--- config.mk ---
export PLATFORM = sky130hd
export DESIGN_NAME = converted_number_buffer
export DESIGN_NICKNAME = d
export VERILOG_FILES = /design/src/rtl/converted_number_buffer_pkg.sv /design/src/rtl/number_ram.sv /design/src/rtl/converted_number_buffer.sv
export SDC_FILE = /design/constraint.sdc
export NUM_CORES = 1
export LEC_CHECK = 0
export ABC_CLOCK_PERIOD_IN_PS = 9750
export CORE_AREA = 2 2 306 308
export CTS_CLUSTER_DIAMETER = 200
export DETAILED_ROUTE_END_ITERATION = 8
export DIE_AREA = 0 0 308 310
export SLEW_MARGIN = 0
export SYNTH_ARGS = -nofsm -noshare
export SYNTH_HDL_FRONTEND = slang
export SYNTH_HIERARCHICAL = 1
export SYNTH_SLANG_ARGS = --single-unit
--- constraint.sdc ---
create_clock -name clk -period 9.75 [get_ports clk]
set_input_delay 0.975 -clock clk [delete_from_list [all_inputs] [get_ports clk]]
set_output_delay 0.975 -clock clk [all_outputs]
set_load 0.1 [all_outputs]
--- src/rtl/converted_number_buffer_pkg.sv ---
// Shared widths, depth and drain FSM encoding for the converted-number buffer.
package converted_number_buffer_pkg;

  localparam int DATA_W = 16;
  localparam int DEPTH  = 32;
  localparam int ADDR_W = 5;

  // Highest index; the entry counter saturates here.
  localparam logic [ADDR_W-1:0] NUM_MAX = ADDR_W'(DEPTH - 1);

  typedef enum logic [1:0] {
    IDLE   = 2'd0,
    LOAD   = 2'd1,
    DRAIN  = 2'd2,
    FINISH = 2'd3
  } state_e;

endpackage

--- src/rtl/number_ram.sv ---
// 32 x 16 storage: synchronous write, asynchronous read, contents never reset.
module number_ram
  import converted_number_buffer_pkg::*;
(
  input  logic              clk,
  input  logic              we_i,
  input  logic [ADDR_W-1:0] waddr_i,
  input  logic [DATA_W-1:0] wdata_i,
  input  logic [ADDR_W-1:0] raddr_i,
  output logic [DATA_W-1:0] rdata_o
);

  logic [DATA_W-1:0] mem_q [DEPTH];

  always_ff @(posedge clk) begin
    if (we_i) begin
      mem_q[waddr_i] <= wdata_i;
    end
  end

  assign rdata_o = mem_q[raddr_i];

endmodule

--- src/rtl/converted_number_buffer.sv ---
// Collects converted numbers while idle, then drains entries 0..num-1 over a
// valid/ready stream when writeToFile pulses.
module converted_number_buffer
  import converted_number_buffer_pkg::*;
(
  input  logic              clk,
  input  logic              rst,
  input  logic              clear,
  input  logic [DATA_W-1:0] convNum,
  input  logic              storeConvertedNumber,
  input  logic              enC,
  input  logic              writeToFile,
  output logic [ADDR_W-1:0] num,
  output logic [DATA_W-1:0] outData,
  output logic              outValid,
  input  logic              outReady,
  output logic              done,
  output logic              overflow
);

  state_e            state_q;
  logic [ADDR_W-1:0] num_q;
  logic [ADDR_W-1:0] rd_ptr_q;
  logic [DATA_W-1:0] out_data_q;
  logic              out_valid_q;
  logic              done_q;
  logic              overflow_q;
  logic              full_q;

  logic              store_drop;
  logic              wr_en;
  logic [ADDR_W-1:0] rd_addr;
  logic [DATA_W-1:0] rd_data;

  // A store at the last index is accepted once; later ones are dropped.
  assign store_drop = (num_q == NUM_MAX) && full_q;
  assign wr_en      = (state_q == IDLE) && storeConvertedNumber && !store_drop
                      && !rst && !clear;
  assign rd_addr    = (state_q == LOAD) ? '0 : rd_ptr_q + ADDR_W'(1);

  number_ram u_ram (
    .clk     (clk),
    .we_i    (wr_en),
    .waddr_i (num_q),
    .wdata_i (convNum),
    .raddr_i (rd_addr),
    .rdata_o (rd_data)
  );

  always_ff @(posedge clk) begin
    if (rst) begin
      state_q     <= IDLE;
      num_q       <= '0;
      rd_ptr_q    <= '0;
      out_data_q  <= '0;
      out_valid_q <= 1'b0;
      done_q      <= 1'b0;
      overflow_q  <= 1'b0;
      full_q      <= 1'b0;
    end else begin
      done_q <= 1'b0;
      case (state_q)
        IDLE: begin
          if (clear) begin
            num_q      <= '0;
            full_q     <= 1'b0;
            overflow_q <= 1'b0;
          end else begin
            if (writeToFile) begin
              state_q <= LOAD;
            end
            if (storeConvertedNumber) begin
              if (store_drop) begin
                overflow_q <= 1'b1;
              end else if (num_q == NUM_MAX) begin
                full_q <= 1'b1;
              end
            end
            if (enC && (num_q != NUM_MAX)) begin
              num_q <= num_q + ADDR_W'(1);
            end
          end
        end
        LOAD: begin
          rd_ptr_q <= '0;
          if (num_q == '0) begin
            state_q <= FINISH;
            done_q  <= 1'b1;
          end else begin
            out_data_q  <= rd_data;
            out_valid_q <= 1'b1;
            state_q     <= DRAIN;
          end
        end
        DRAIN: begin
          if (out_valid_q && outReady) begin
            if (rd_ptr_q == num_q - ADDR_W'(1)) begin
              out_valid_q <= 1'b0;
              state_q     <= FINISH;
              done_q      <= 1'b1;
            end else begin
              // rd_addr already points at rd_ptr_q + 1, so no bubble.
              rd_ptr_q   <= rd_ptr_q + ADDR_W'(1);
              out_data_q <= rd_data;
            end
          end
        end
        FINISH: begin
          num_q   <= '0;
          state_q <= IDLE;
        end
        default: state_q <= IDLE;
      endcase
    end
  end

  assign num      = num_q;
  assign outData  = out_data_q;
  assign outValid = out_valid_q;
  assign done     = done_q;
  assign overflow = overflow_q;

endmodule

Word level (Yosys, flattened, before mapping)
Memory sizes are Yosys's and may differ from the RTL's.
Cells that the tools add are included.
{ "word_totals": {"regBits": 32, "ramBits": 512, "input_bits": 23, "output_inout_bits": 24, "elab_cells": 84, "n_memories": 1} }
{ "mem_list": {"columns": ["memory", "words", "word_bits", "rd", "rd_ports_with_merged_regs", "wr", "line", "text"], "rows": [
  ["u_ram.mem_q", 32, 16, 1, 0, 1, "number_ram.sv:13", "logic [DATA_W-1:0] mem_q [DEPTH];"]
]} }
{ "classes": {"add_sub_neg": 3, "eq_ne": 14, "n_mux": 34, "reduce_logical": 24} }
{ "ops": {"columns": ["op", "n"], "rows": [
  ["$mux 16", 3],
  ["$pmux 16 s2", 1],
  ["$mux 5", 5],
  ["$pmux 5 s2", 2],
  ["$mux 1", 16],
  ["$reduce_and 4->1", 4],
  ["$ne 2x2->1 const B", 7],
  ["$add 5x1->5 const B", 2],
  ["$reduce_bool 2->1", 5],
  ["$mux 2", 4],
  ["$pmux 2 s4", 1],
  ["$logic_and 1x1->1", 7],
  ["$reduce_and 3->1", 2],
  ["$eq 5x5->1", 1],
  ["$eq 5x5->1 const B", 1],
  ["$logic_not 5->1", 1],
  ["$ne 5x5->1 const B", 1],
  ["$sub 5x1->5 const B", 1],
  ["$eq 2x2->1 const B", 2],
  ["$pmux 1 s2", 2],
  ["$logic_not 1->1", 3],
  ["$ne 3x2->1 const B", 1],
  ["$eq 2x1->1 const B", 1],
  ["$logic_not 2->1", 1],
  ["$reduce_and 2->1", 1]
]} }

Depth between registers and ports, before layout
Gate-level depths: netlist of the first run.
{ "depth": {"depth_word": 8, "depth_mapped": 14, "ltp_nobuf": 10} }

Hierarchy
Netlist of the first run, hierarchy kept.
{ "modules_own_cells": {"columns": ["mod", "n_inst", "cells_each", "area_each_um2", "seq_area_each_um2"], "rows": [
  ["number_ram", 1, 1127, 20214.4, 15374.7],
  ["converted_number_buffer", 1, 210, 1752.9, 640.6]
]} }

Worst setup path after synthesis of the first run
Ideal clock, no wire load.
{ "synth_timing": {"path_kind": "register -> register", "from": "register num_q[0], in the netlist num[0]", "to": "memory u_ram.mem_q[12][0] (enable)", "setup_time_ps": 389, "arrival_ps": 3564, "required_ps": 9361, "setup_slack_ps": 5797, "stages_incl_launch_ff": 8, "path_buffers": 1, "period_less_slack_ps": 3953, "path_cell_list": "dfxtp_1 > ha_1 > and3_1 > ha_1 > a2111oi_0 > or3b_2 > clkbuf_1 > nor2_1"} }
{ "synth_between": {"elab_chain_len": 8} }
{ "synth_rtl": {"columns": ["element", "line", "text"], "rows": [
  ["start: declaration", "converted_number_buffer.sv:22", "logic [ADDR_W-1:0] num_q;"],
  ["start signal: assignment", "converted_number_buffer.sv:80", "num_q <= num_q + ADDR_W'(1);"],
  ["$eq 5x5->1", "converted_number_buffer.sv:36", "assign store_drop = (num_q == NUM_MAX) && full_q;"],
  ["$logic_and 1x1->1", "converted_number_buffer.sv:36", null],
  ["$logic_not 1->1", "converted_number_buffer.sv:37", "assign wr_en = (state_q == IDLE) && storeConvertedNumber && !store_drop"],
  ["$logic_and 1x1->1", "converted_number_buffer.sv:37", null],
  ["$logic_and 1x1->1 (2 in a row)", "converted_number_buffer.sv:38", "&& !rst && !clear;"],
  ["via wr_en", "converted_number_buffer.sv:31", "logic wr_en;"],
  ["$mux 1", "number_ram.sv:16", "if (we_i) begin"],
  ["$mux 1 (implied by the code)", "number_ram.sv:17", "mem_q[waddr_i] <= wdata_i;"],
  ["end: declaration", "number_ram.sv:13", null]
]} }
The timed path passes the listed nets, and every way through them passes these cells.

Worst setup path in the final report of the first run
{ "layout_timing": {"from": "register state_q[1]", "to": "register out_data_q[6], in the netlist outData[6]"} }
{ "layout_between": {"elab_chain_len": 6, "word_cells_on_any_way": 13, "cone_classes": "5 x eq/ne; 5 x mux; 2 x reduce/logical; 1 x memory"} }
{ "layout_rtl": {"columns": ["element", "line", "text"], "rows": [
  ["start: declaration", "converted_number_buffer.sv:21", "state_e state_q;"],
  ["start signal: assignment", "converted_number_buffer.sv:52", "state_q <= IDLE;"],
  ["start signal: assignment", "converted_number_buffer.sv:70", "state_q <= LOAD;"],
  ["start signal: assignment", "converted_number_buffer.sv:87", "state_q <= FINISH;"],
  ["$eq 2x1->1 (*)", "converted_number_buffer.sv:39", "assign rd_addr = (state_q == LOAD) ? '0 : rd_ptr_q + ADDR_W'(1);"],
  ["$mux 5 (*)", "converted_number_buffer.sv:39", null],
  ["via rd_addr[0]", "converted_number_buffer.sv:32", "logic [ADDR_W-1:0] rd_addr;"],
  ["$mem_v2 32x16 (*)", null, null],
  ["via rd_data[6]", "converted_number_buffer.sv:33", "logic [DATA_W-1:0] rd_data;"],
  ["$mux 16", "converted_number_buffer.sv:97", "if (rd_ptr_q == num_q - ADDR_W'(1)) begin"],
  ["$mux 16", "converted_number_buffer.sv:96", "if (out_valid_q && outReady) begin"],
  ["$pmux 16 s2 (*)", "converted_number_buffer.sv:62", "case (state_q)"],
  ["end signal: assignment", "converted_number_buffer.sv:90", "out_data_q <= rd_data;"],
  ["end signal: assignment", "converted_number_buffer.sv:104", "out_data_q <= rd_data;"],
  ["end: declaration", "converted_number_buffer.sv:24", "logic [DATA_W-1:0] out_data_q;"]
]} }
The timed path passes the listed nets; every way through them passes the cells marked *. The select of a mux whose other input is x is not followed.
A chain may end at the register's enable or synchronous reset.

==> run_results.csv, run 1 <==
group,metric,value,unit
timing,fin_worst_skew,0.0283,ns
clocking,ctsRootBufferMaster,"sky130_fd_sc_hd__clkbuf_16",
final_layout,post_layout_util,0.274,
global_route,vias_in_the_first_global_route,12000,
synthesis,synth_flop_cell,"sky130_fd_sc_hd__edfxtp_1",
hold_path,worst_hold_path_type,"reg2reg",
synthesis,synth_xor_area_frac,0.00239,
critical_path,slowest_delay,0.81,ns
detailed_routing,detailroute.via_count,12000,
placed_design,gpl.final_weighted_congestion,0.786,
synthesis,synth_adder_area_share,0.00456,
timing,timing_max_transition_violations_final,0,
clocking,clock-sinks,544,
synthesis,postSynthNetCount,1368,
final_layout,layout_stage_area_growth_over_the_synthesis_result,15.3,%
synthesis,synth_top_cell_by_area,"sky130_fd_sc_hd__edfxtp_1",
synthesis,synth.mux.area_fraction,0.125,
power_and_ir_drop,max-vdd-ir-drop,129,µV
synthesis,yosys.area_share.simple,0.0514,
power_and_ir_drop,internal_power_of_the_cells,4.24,mW
power_and_ir_drop,power_frac_comb,0.227,
detailed_routing,number_of_vias_per_cell_after_detailed_routing,4.53,
final_layout,final_common_cell,"sky130_fd_sc_hd__edfxtp_1",
placed_design,portBuffers,46,
floorplanning,floorplan.initialDensity,0.238,
final_layout,nets,1438,
global_route,initial_antenna_violation_count,6,
floorplanning,die_area,95500,µm²
flow_run,max_cap_viols,0,
critical_path,timing.critical_path.required,10.24,ns
synthesis,yosysWarningCount,6,
critical_path,criticalPathCategory,"reg2reg",
critical_path,endpoint_kind,"register",
synthesis,synth_cell_type_count,53,
timing,setup_viol,0,
power_and_ir_drop,swShare,0.298,
timing,worst_hold_margin,0.464,ns
global_route,grt_pass1_wl,79900,µm
synthesis,netlist_area,22000,µm²
timing,slew-limit-headroom,0.259,
critical_path,crit_chain,"inv_1, ha_1, nor2_4, buf_4, buf_4, mux2i_1, a22oi_1, a31oi_1, nand3_1, nand2_1, mux2i_1",
clocking,cts_resized,0,
global_route,grt_start_max_net_pins,65,
synthesis,synth_top_family_by_area,"multiplexers",
clocking,cts_hold_buf,0,
synthesis,synth.top_cells.by_area,"sky130_fd_sc_hd__edfxtp_1, sky130_fd_sc_hd__mux2i_1, sky130_fd_sc_hd__dfxtp_1, sky130_fd_sc_hd__a22oi_1, sky130_fd_sc_hd__nand2_1",
power_and_ir_drop,static-leakage-power,9.27,nW
synthesis,seq_area_frac_synth,0.729,
final_layout,fill_cells,9228,
detailed_routing,remaining_drc_errors,0,
timing,grt_setup_unrepaired,"no",
run_status,status,"complete, no violations",
detailed_routing,initialDrtViolationCount,1072,
critical_path,critPathSlowestCell,"sky130_fd_sc_hd__buf_4",
clocking,cts_inserted_buffers,55,
detailed_routing,routedWlPerCell,20.4,µm
timing,final.setup.tns,0,ns
clocking,htree_num_levels,2,
detailed_routing,drt_pass1_iterations,5,
synthesis,yosysTopAreaCellShare,0.700,
timing,final-hold-violation-count,0,
critical_path,worst-endpoint-arrival,4.66,ns
final_layout,drive_gt1_frac,0.105,
detailed_routing,route.final.wire_length,54000,µm
critical_path,crit_path_max_fanout,58,
timing,clock.fmax,240,MHz
synthesis,syn_area_per_cell,16.4,µm²
floorplanning,die_extent_in_y,310,µm
timing,period_share,0.427,
timing,period_minus_slack,4.17,ns
power_and_ir_drop,seq_power_share,0.439,
clocking,clock_path_buffers,3,
floorplanning,placeableCoreArea,92500,µm²
synthesis,share_of_the_synthesized_area_in_compound_gates_ao_oa_aoi_oai,0.0588,
critical_path,timing.critical_path.from_type,"register",
final_layout,mostFrequentLayoutCells,"sky130_fd_sc_hd__edfxtp_1, sky130_fd_sc_hd__mux2i_1, sky130_fd_sc_hd__nand2_1",
clocking,cts_tree,"done",
power_and_ir_drop,power_dens_cells,239,nW/µm²
synthesis,share_of_synthesized_registers_carrying_an_async_set_or_reset,0,
placed_design,dp.final_hpwl,32100,µm
clocking,post_cts.repair.setup_buffers,0,
synthesis,synth.ff_latch_count,544,
global_route,gr-usage-all-layers,0.112,
power_and_ir_drop,p_total,6.05,mW
synthesis,syn-instance-count,1337,
clocking,clkTransAtPathRegs,0.06,ns
detailed_routing,postRouteAntennaNets,0,
global_route,grt-ovfl-total,0,
floorplanning,io-pin-count,47,
timing,worst_slew_pin_slew,1.11,ns
floorplanning,placement_rows,112,
synthesis,synth_edf_count,512,
power_and_ir_drop,switching_power,1.81,mW
clocking,insertion_delay,0.62,ns
power_and_ir_drop,pwr-share-clk,0.334,
floorplanning,die_width,308,µm
-- cell type report --
type	count	area (µm²)	share of cell area
antenna	2	5.00	0.000198
clock buffer	68	1450	0.0571
clock inverter	34	279	0.0110
inverter	8	30.0	0.00119
multi-input combinational	707	5350	0.211
sequential	544	16000	0.632
tap	1197	1500	0.0591
timing repair buffer	91	718	0.0283
-- per-layer routing --
metal,wire [µm],share of wire,GRT usage,up-vias
met5,50,0.00093,0,-
met4,1180,0.022,0.0288,8
met3,2900,0.054,0.0221,83
met2,26600,0.49,0.187,360
met1,23200,0.43,0.147,6158
li1,-,-,-,5397
-- power by group through the flow --
stage	Sequential [mW]	Combinational [mW]	Clock [mW]
finish	2.66	1.37	2.02
global route	2.66	1.45	2.15
CTS	2.66	1.38	2.07
detailed placement	2.71	1.38	0
global placement	2.70	1.36	0
floorplan	2.94	0.886	0
-- cell usage after synthesis, types with 20 or more instances --
cell                       count
sky130_fd_sc_hd__dfxtp_1      32
sky130_fd_sc_hd__mux2i_1     274
sky130_fd_sc_hd__nor3_1       20
sky130_fd_sc_hd__a22oi_1      64
sky130_fd_sc_hd__a22o_1       32
sky130_fd_sc_hd__nor2_1       42
sky130_fd_sc_hd__clkbuf_1     20
sky130_fd_sc_hd__edfxtp_1    512
sky130_fd_sc_hd__nand2_1      81
sky130_fd_sc_hd__nand3_1      41
sky130_fd_sc_hd__a21oi_1      48
-- path summary, 6_finish.rpt --
check / start / endpoint / slack, ns / cells past startpoint
hold / removal: outData[10] / outData[10] / 0.46 / 2
hold reg to reg: outData[10] / outData[10] / 0.46 / 2
setup / recovery: state_q[1] / outData[6] / 5.58 / 11
setup reg to reg: state_q[1] / outData[6] / 5.58 / 11
-- cells by family (layout without fill, tap and decap cells) --
| group | count (synthesis) | after routing |
|---|---|---|
| other cells | 0 | 2 |
| fa+ha+maj | 8 | 8 |
| buf+inv | 86 | 201 |
| simple gates | 236 | 236 |
| compound gates | 183 | 183 |
| xor+xnor | 6 | 6 |
| mux | 274 | 274 |
| flops | 544 | 544 |
-- per-stage QoR --
| stage | worst slack [ns] | cell area [µm²] | cells |
|---|---|---|---|
| 2_1_floorplan | 5.80 | 22000 | 1337 |
| 3_3_place_gp | 5.07 | 23600 | 2547 |
| 3_5_place_dp | 5.06 | 23600 | 2547 |
| 4_1_cts | 5.66 | 25300 | 2649 |
| 5_1_grt | 5.39 | 25300 | 2649 |
| 6_report | 5.58 | 25300 | 2651 |
-- worst max-delay path, delay by kind of cell (launching register included) --
kind,cells,cell delay (ns)
AND/OR/NAND/NOR,3,0.40
buffers and inverters,3,1.71
AO/OA/AOI/OAI,2,0.78
flip-flops,1,0.39
multiplexers,2,0.33
adder cells (fa/ha/maj),1,0.31
-- state kept, by name (all words and copies together) (netlist names) --
| name | flops |
|---|---|
| outData | 16 |
| u_ram/mem_q | 512 |
| full_q | 1 |
| state_q | 2 |
| done | 1 |
| outValid | 1 |
| rd_ptr_q | 5 |
| num | 5 |
| overflow | 1 |
Note: power is estimated with default switching activity, not from simulation.
==> inputs of run 2 (changes only) <==
ABC_CLOCK_PERIOD_IN_PS = 4200   (was 9750)
clock period = 4.2 ns   (was 9.75 ns; I/O delays follow)
==> run_results.csv, run 2 (synthesis gave the netlist of run 1 again) <==
group,metric,value,unit
run_status,status,"complete, no violations",
clocking,cts_inserted_buffers,57,
floorplanning,io-pin-count,47,
global_route,gr-usage-all-layers,0.111,
final_layout,layout_stage_area_growth_over_the_synthesis_result,17.8,%
timing,final.setup.tns,0,ns
floorplanning,die_area,95500,µm²
clocking,clock-sinks,544,
timing,period_minus_slack,3.46,ns
clocking,cts_hold_buf,0,
clocking,clkTransAtPathRegs,0.06,ns
final_layout,largest_register_ff_count,512,
clocking,ctsRootBufferMaster,"sky130_fd_sc_hd__clkbuf_16",
critical_path,crit_path_start,"state_q[1]",
detailed_routing,detailroute.via_count,12100,
global_route,initial_antenna_violation_count,4,
clocking,htree_num_levels,2,
clocking,post_cts.repair.setup_buffers,0,
timing,slew-limit-headroom,0.0987,
final_layout,nets,1469,
timing,worst_hold_margin,0.464,ns
floorplanning,floorplan.initialDensity,0.238,
detailed_routing,route.final.wire_length,54200,µm
critical_path,timing.critical_path.from_type,"register",
global_route,grt-ovfl-total,0,
final_layout,final_common_cell,"sky130_fd_sc_hd__edfxtp_1",
timing,grt_setup_unrepaired,"no",
critical_path,criticalPathCategory,"reg2reg",
critical_path,crit_path_max_fanout,20,
power_and_ir_drop,static-leakage-power,9.53,nW
floorplanning,die_extent_in_y,310,µm
detailed_routing,initialDrtViolationCount,1178,
detailed_routing,remaining_drc_errors,0,
critical_path,critical-path-top-delay-family,"simple AND/OR/NAND/NOR gates",
critical_path,endpoint_kind,"register",
clocking,clock_path_buffers,3,
final_layout,fill_cells,9170,
detailed_routing,postRouteAntennaNets,0,
critical_path,critPathSlowestCell,"sky130_fd_sc_hd__nor2b_4",
placed_design,post-place-cells,2576,
hold_path,hold_start,"outData[3]",
timing,period_share,0.824,
critical_path,slowest_delay,0.74,ns
global_route,vias_in_the_first_global_route,11800,
clocking,insertion_delay,0.62,ns
flow_run,max_cap_viols,0,
critical_path,r2r-start,"state_q[1]",
detailed_routing,drt_pass1_iterations,6,
global_route,grt_pass1_wl,78400,µm
critical_path,crit_chain,"inv_1, ha_1, nor2b_1, nor2b_4, buf_4, a22o_1, nor3_1, a31oi_1, nand3_1, nand2_1, mux2i_1",
final_layout,regMostFlops,"u_ram/mem_q",
placed_design,dp.final_hpwl,31900,µm
floorplanning,placeableCoreArea,92500,µm²
final_layout,insertedDiodeCount,0,
clocking,cts_resized,0,
final_layout,drive_gt1_frac,0.116,
floorplanning,die_width,308,µm
timing,timing_max_transition_violations_final,0,
clocking,cts_tree,"done",
critical_path,timing.critical_path.required,4.69,ns
timing,clock.fmax,289,MHz
power_and_ir_drop,power_dens_cells,554,nW/µm²
final_layout,area_of_all_placed_cells_without_fillers,25900,µm²
hold_path,worst_hold_path_type,"reg2reg",
power_and_ir_drop,p_total,14.3,mW
final_layout,mostFrequentLayoutCells,"sky130_fd_sc_hd__edfxtp_1, sky130_fd_sc_hd__mux2i_1, sky130_fd_sc_hd__nand2_1",
global_route,grt_start_max_net_pins,72,
timing,final-hold-violation-count,0,
timing,fin_worst_skew,0.0270,ns
timing,setup_viol,0,
critical_path,cp.buffers_inverters,2,
placed_design,detailed_place.area,24000,µm²
floorplanning,placement_rows,112,
timing,worst_slew_pin_slew,1.35,ns
final_layout,final_cell_count_no_fill,2682,
power_and_ir_drop,max-vdd-ir-drop,342,µV
detailed_routing,routedWlPerCell,20.2,µm
placed_design,portBuffers,46,
placed_design,gpl.final_weighted_congestion,0.789,
critical_path,worst-endpoint-arrival,3.95,ns
detailed_routing,number_of_vias_per_cell_after_detailed_routing,4.51,
## run 2: changes by cell type in the layout (fill, tap and decap cells not counted)
| cell | delta |
|---|---|
| sky130_fd_sc_hd__buf_2 | -16 |
| sky130_fd_sc_hd__diode_2 | -2 |
| sky130_fd_sc_hd__clkinv_2 | +3 |
| sky130_fd_sc_hd__nor2_2 | -3 |
| sky130_fd_sc_hd__clkinv_8 | +1 |
| sky130_fd_sc_hd__clkbuf_16 | +1 |
| sky130_fd_sc_hd__buf_12 | +8 |
| sky130_fd_sc_hd__bufinv_16 | +2 |
| sky130_fd_sc_hd__clkbuf_8 | +4 |
| sky130_fd_sc_hd__nor2_1 | +3 |
| sky130_fd_sc_hd__buf_4 | +21 |
| sky130_fd_sc_hd__clkinv_1 | -5 |
| sky130_fd_sc_hd__clkdlybuf4s50_1 | +16 |
| sky130_fd_sc_hd__clkbuf_1 | -2 |
## run 2: worst min-delay path: cells and delay by family, from the launching register on
kind	cells	cell delay (ns)
flops	1	0.31
simple gates	1	0.05
mux	1	0.06
## run 2: stage by stage
stage | setup slack (ns) | utilization
final | 0.738 | 0.280
after global routing | 0.490 | 0.280
after CTS | 0.779 | 0.280
after detailed placement | 0.753 | 0.259
after global placement | 0.836 | 0.259
after floorplan | 0.247 | -
## run 2: area by class of cell
| type | instances | area [µm²] | share of cell area |
|---|---|---|---|
| inverters | 8 | 30.0 | 0.00116 |
| well taps | 1197 | 1500 | 0.0579 |
| clock buffers | 71 | 1520 | 0.0587 |
| clock inverters | 35 | 352 | 0.0136 |
| repair buffers | 120 | 1120 | 0.0431 |
| multi-input cells | 707 | 5340 | 0.206 |
| flip-flops and latches | 544 | 16000 | 0.619 |
## run 2: power breakdown
group | leakage, nW | internal, mW | total (mW) | switching [mW]
registers | 4.86 | 6.05 | 6.17 | 0.121
logic | 3.75 | 1.16 | 3.20 | 2.04
clock network | 0.916 | 2.93 | 4.97 | 2.04
## run 2: metal layers
metal	GRT usage	part of all wire	vias to the layer above
met5	0	0.00066	-
met4	0.0314	0.020	6
met3	0.0206	0.056	71
met2	0.189	0.49	365
met1	0.144	0.43	6200
li1	-	-	5456
## run 2: final timing paths
path | endpoint | slack (ns) | depth (start not counted)
worst max-delay path | outData[3] | 0.74 | 11
worst min-delay path | outData[3] | 0.46 | 2
worst min register to register | outData[3] | 0.46 | 2
worst max register to register | outData[3] | 0.74 | 11
==> inputs of run 3 (changes only) <==
ABC_CLOCK_PERIOD_IN_PS = 3400   (was 4200)
clock period = 3.4 ns   (was 4.2 ns; I/O delays follow)
==> run_results.csv, run 3 (synthesis gave the netlist of run 1 again) <==
group,metric,value,unit
floorplanning,die_extent_in_y,310,µm
clocking,ctsRootBufferMaster,"sky130_fd_sc_hd__clkbuf_16",
floorplanning,floorplan.initialDensity,0.238,
timing,grt_setup_unrepaired,"no",
power_and_ir_drop,max-vdd-ir-drop,375,µV
detailed_routing,remaining_drc_errors,0,
power_and_ir_drop,swShare,0.288,
timing,final.setup.tns,0,ns
placed_design,dp.final_hpwl,32000,µm
final_layout,largest_register_ff_count,512,
clocking,cts_resized,0,
critical_path,endpoint_kind,"register",
hold_path,worst_hold_path_type,"in2reg",
final_layout,mostFrequentLayoutCells,"sky130_fd_sc_hd__edfxtp_1, sky130_fd_sc_hd__mux2i_1, sky130_fd_sc_hd__nand2_1",
critical_path,criticalPathCategory,"reg2reg",
power_and_ir_drop,pwr-share-clk,0.344,
power_and_ir_drop,seq_power_share,0.424,
clocking,post_cts.repair.setup_buffers,0,
floorplanning,die_width,308,µm
clocking,insertion_delay,0.61,ns
detailed_routing,drt_pass1_iterations,7,
timing,period_share,0.900,
clocking,cts_hold_buf,0,
run_status,status,"complete, no violations",
flow_run,max_cap_viols,0,
detailed_routing,routedWlPerCell,19.0,µm
final_layout,drive_gt1_frac,0.135,
detailed_routing,route.final.wire_length,51400,µm
final_layout,layout_stage_area_growth_over_the_synthesis_result,19.3,%
floorplanning,placement_rows,112,
global_route,grt_start_max_net_pins,48,
timing,period_minus_slack,3.06,ns
power_and_ir_drop,power_dens_cells,682,nW/µm²
final_layout,insertedDiodeCount,0,
global_route,met3_track_demand_over_resource_in_global_routing,0.0211,
critical_path,crit_path_max_fanout,10,
global_route,met1_usage,0.137,
clocking,cts_tree,"done",
timing,timing_max_transition_violations_final,0,
placed_design,portBuffers,46,
detailed_routing,initialDrtViolationCount,1048,
global_route,top_usage_layer,"met2",
critical_path,r2r-start,"num[0]",
power_and_ir_drop,static-leakage-power,9.67,nW
clocking,cts_inserted_buffers,55,
power_and_ir_drop,switching_power,5.15,mW
clocking,clock_path_buffers,3,
final_layout,regMostFlops,"u_ram/mem_q",
timing,setup_viol,0,
floorplanning,io-pin-count,47,
placed_design,gpl.final_weighted_congestion,0.809,
timing,slew-limit-headroom,0.332,
global_route,grt_pass1_wl,76500,µm
final_layout,area_of_all_placed_cells_without_fillers,26200,µm²
critical_path,worst_reg2reg_path_depth,9,
power_and_ir_drop,p_total,17.9,mW
timing,clock.fmax,327,MHz
timing,fin_worst_skew,0.0163,ns
hold_path,worst_hold_path.endpoint,"u_ram/mem_q[9][14]",
detailed_routing,postRouteAntennaNets,0,
critical_path,timing.critical_path.required,3.71,ns
detailed_routing,number_of_vias_per_cell_after_detailed_routing,4.45,
final_layout,fill_cells,9203,
detailed_routing,detailroute.via_count,12000,
critical_path,worst_flop_to_flop_path_endpoint,"u_ram/mem_q[28][13]",
power_and_ir_drop,power_frac_comb,0.232,
placed_design,detailed_place.area,24400,µm²
global_route,met2_usage,0.182,
final_layout,final_common_cell,"sky130_fd_sc_hd__edfxtp_1",
critical_path,worst-endpoint-arrival,3.38,ns
critical_path,r2r_slack,0.34,ns
clocking,clkTransAtPathRegs,0.06,ns
timing,worst_hold_margin,0.346,ns
final_layout,nets,1490,
floorplanning,placeableCoreArea,92500,µm²
global_route,vias_in_the_first_global_route,12100,
global_route,initial_antenna_violation_count,4,
timing,worst_slew_pin_slew,0.999,ns
clocking,clock-sinks,544,
hold_path,worstHoldPathCells,1,
clocking,htree_num_levels,2,
floorplanning,die_area,95500,µm²
power_and_ir_drop,internal_power_of_the_cells,12.7,mW
timing,final-hold-violation-count,0,
hold_path,hold_start,"convNum[14]",
critical_path,timing.critical_path.from_type,"register",
global_route,grt-ovfl-total,0,
global_route,gr-usage-all-layers,0.106,
run 3: cell type report:
class | instances | area, µm² | share of cell area
clock buffer | 72 | 1490 | 0.0569
inverter | 8 | 30.0 | 0.00115
clock inverter | 28 | 354 | 0.0135
timing repair buffer | 143 | 1420 | 0.0542
sequential | 544 | 16000 | 0.611
multi-input combinational | 707 | 5400 | 0.206
tap | 1197 | 1500 | 0.0571
run 3: metrics by stage:
stage	worst slack (ns)	std cells	util
final	0.339	2699	0.283
after global routing	0.160	2699	0.283
after CTS	0.304	2699	0.283
after detailed placement	0.336	2599	0.264
after global placement	0.376	2599	0.264
after floorplan	0.0169	1337	-
run 3: routing by layer:
layer | part of all wire | vias to the layer above
met5 | 0.0011 | -
met3 | 0.059 | 75
li1 | - | 5486
met1 | 0.43 | 6114
met4 | 0.022 | 8
met2 | 0.49 | 331
run 3: power groups by stage:
stage | registers, mW | logic, mW | clock network, mW
6_report | 7.59 | 4.15 | 6.15
5_1_grt | 7.60 | 4.39 | 6.58
4_1_cts | 7.58 | 4.18 | 6.28
3_5_place_dp | 7.73 | 4.17 | 0
3_3_place_gp | 7.72 | 4.14 | 0
2_1_floorplan | 8.44 | 2.55 | 0
run 3: worst max-delay path by stage:
stage / from / endpoint / slack (ns) / depth (start not counted)
3_3_place_gp: state_q[1] / outData[8] / 0.38 / 12
6_report: num[0] / u_ram/mem_q[28][13] / 0.34 / 9
5_1_grt: state_q[1] / outData[8] / 0.16 / 12
2_1_floorplan: num[0] / u_ram/mem_q[0][0] / 0.02 / 7
3_5_place_dp: state_q[1] / outData[8] / 0.34 / 12
4_1_cts: state_q[1] / outData[8] / 0.30 / 12
run 3: worst max-delay path, stage by stage, from the launching register on:
cell and delay (ns):
sky130_fd_sc_hd__dfxtp_2 0.37, sky130_fd_sc_hd__ha_1 0.26, sky130_fd_sc_hd__and3_1 0.19, sky130_fd_sc_hd__ha_1 0.21, sky130_fd_sc_hd__a2111oi_1 0.41, sky130_fd_sc_hd__buf_4 0.20, sky130_fd_sc_hd__or3b_2 0.52, sky130_fd_sc_hd__buf_4 0.21
sky130_fd_sc_hd__nor2_4 0.22, sky130_fd_sc_hd__buf_12 0.17
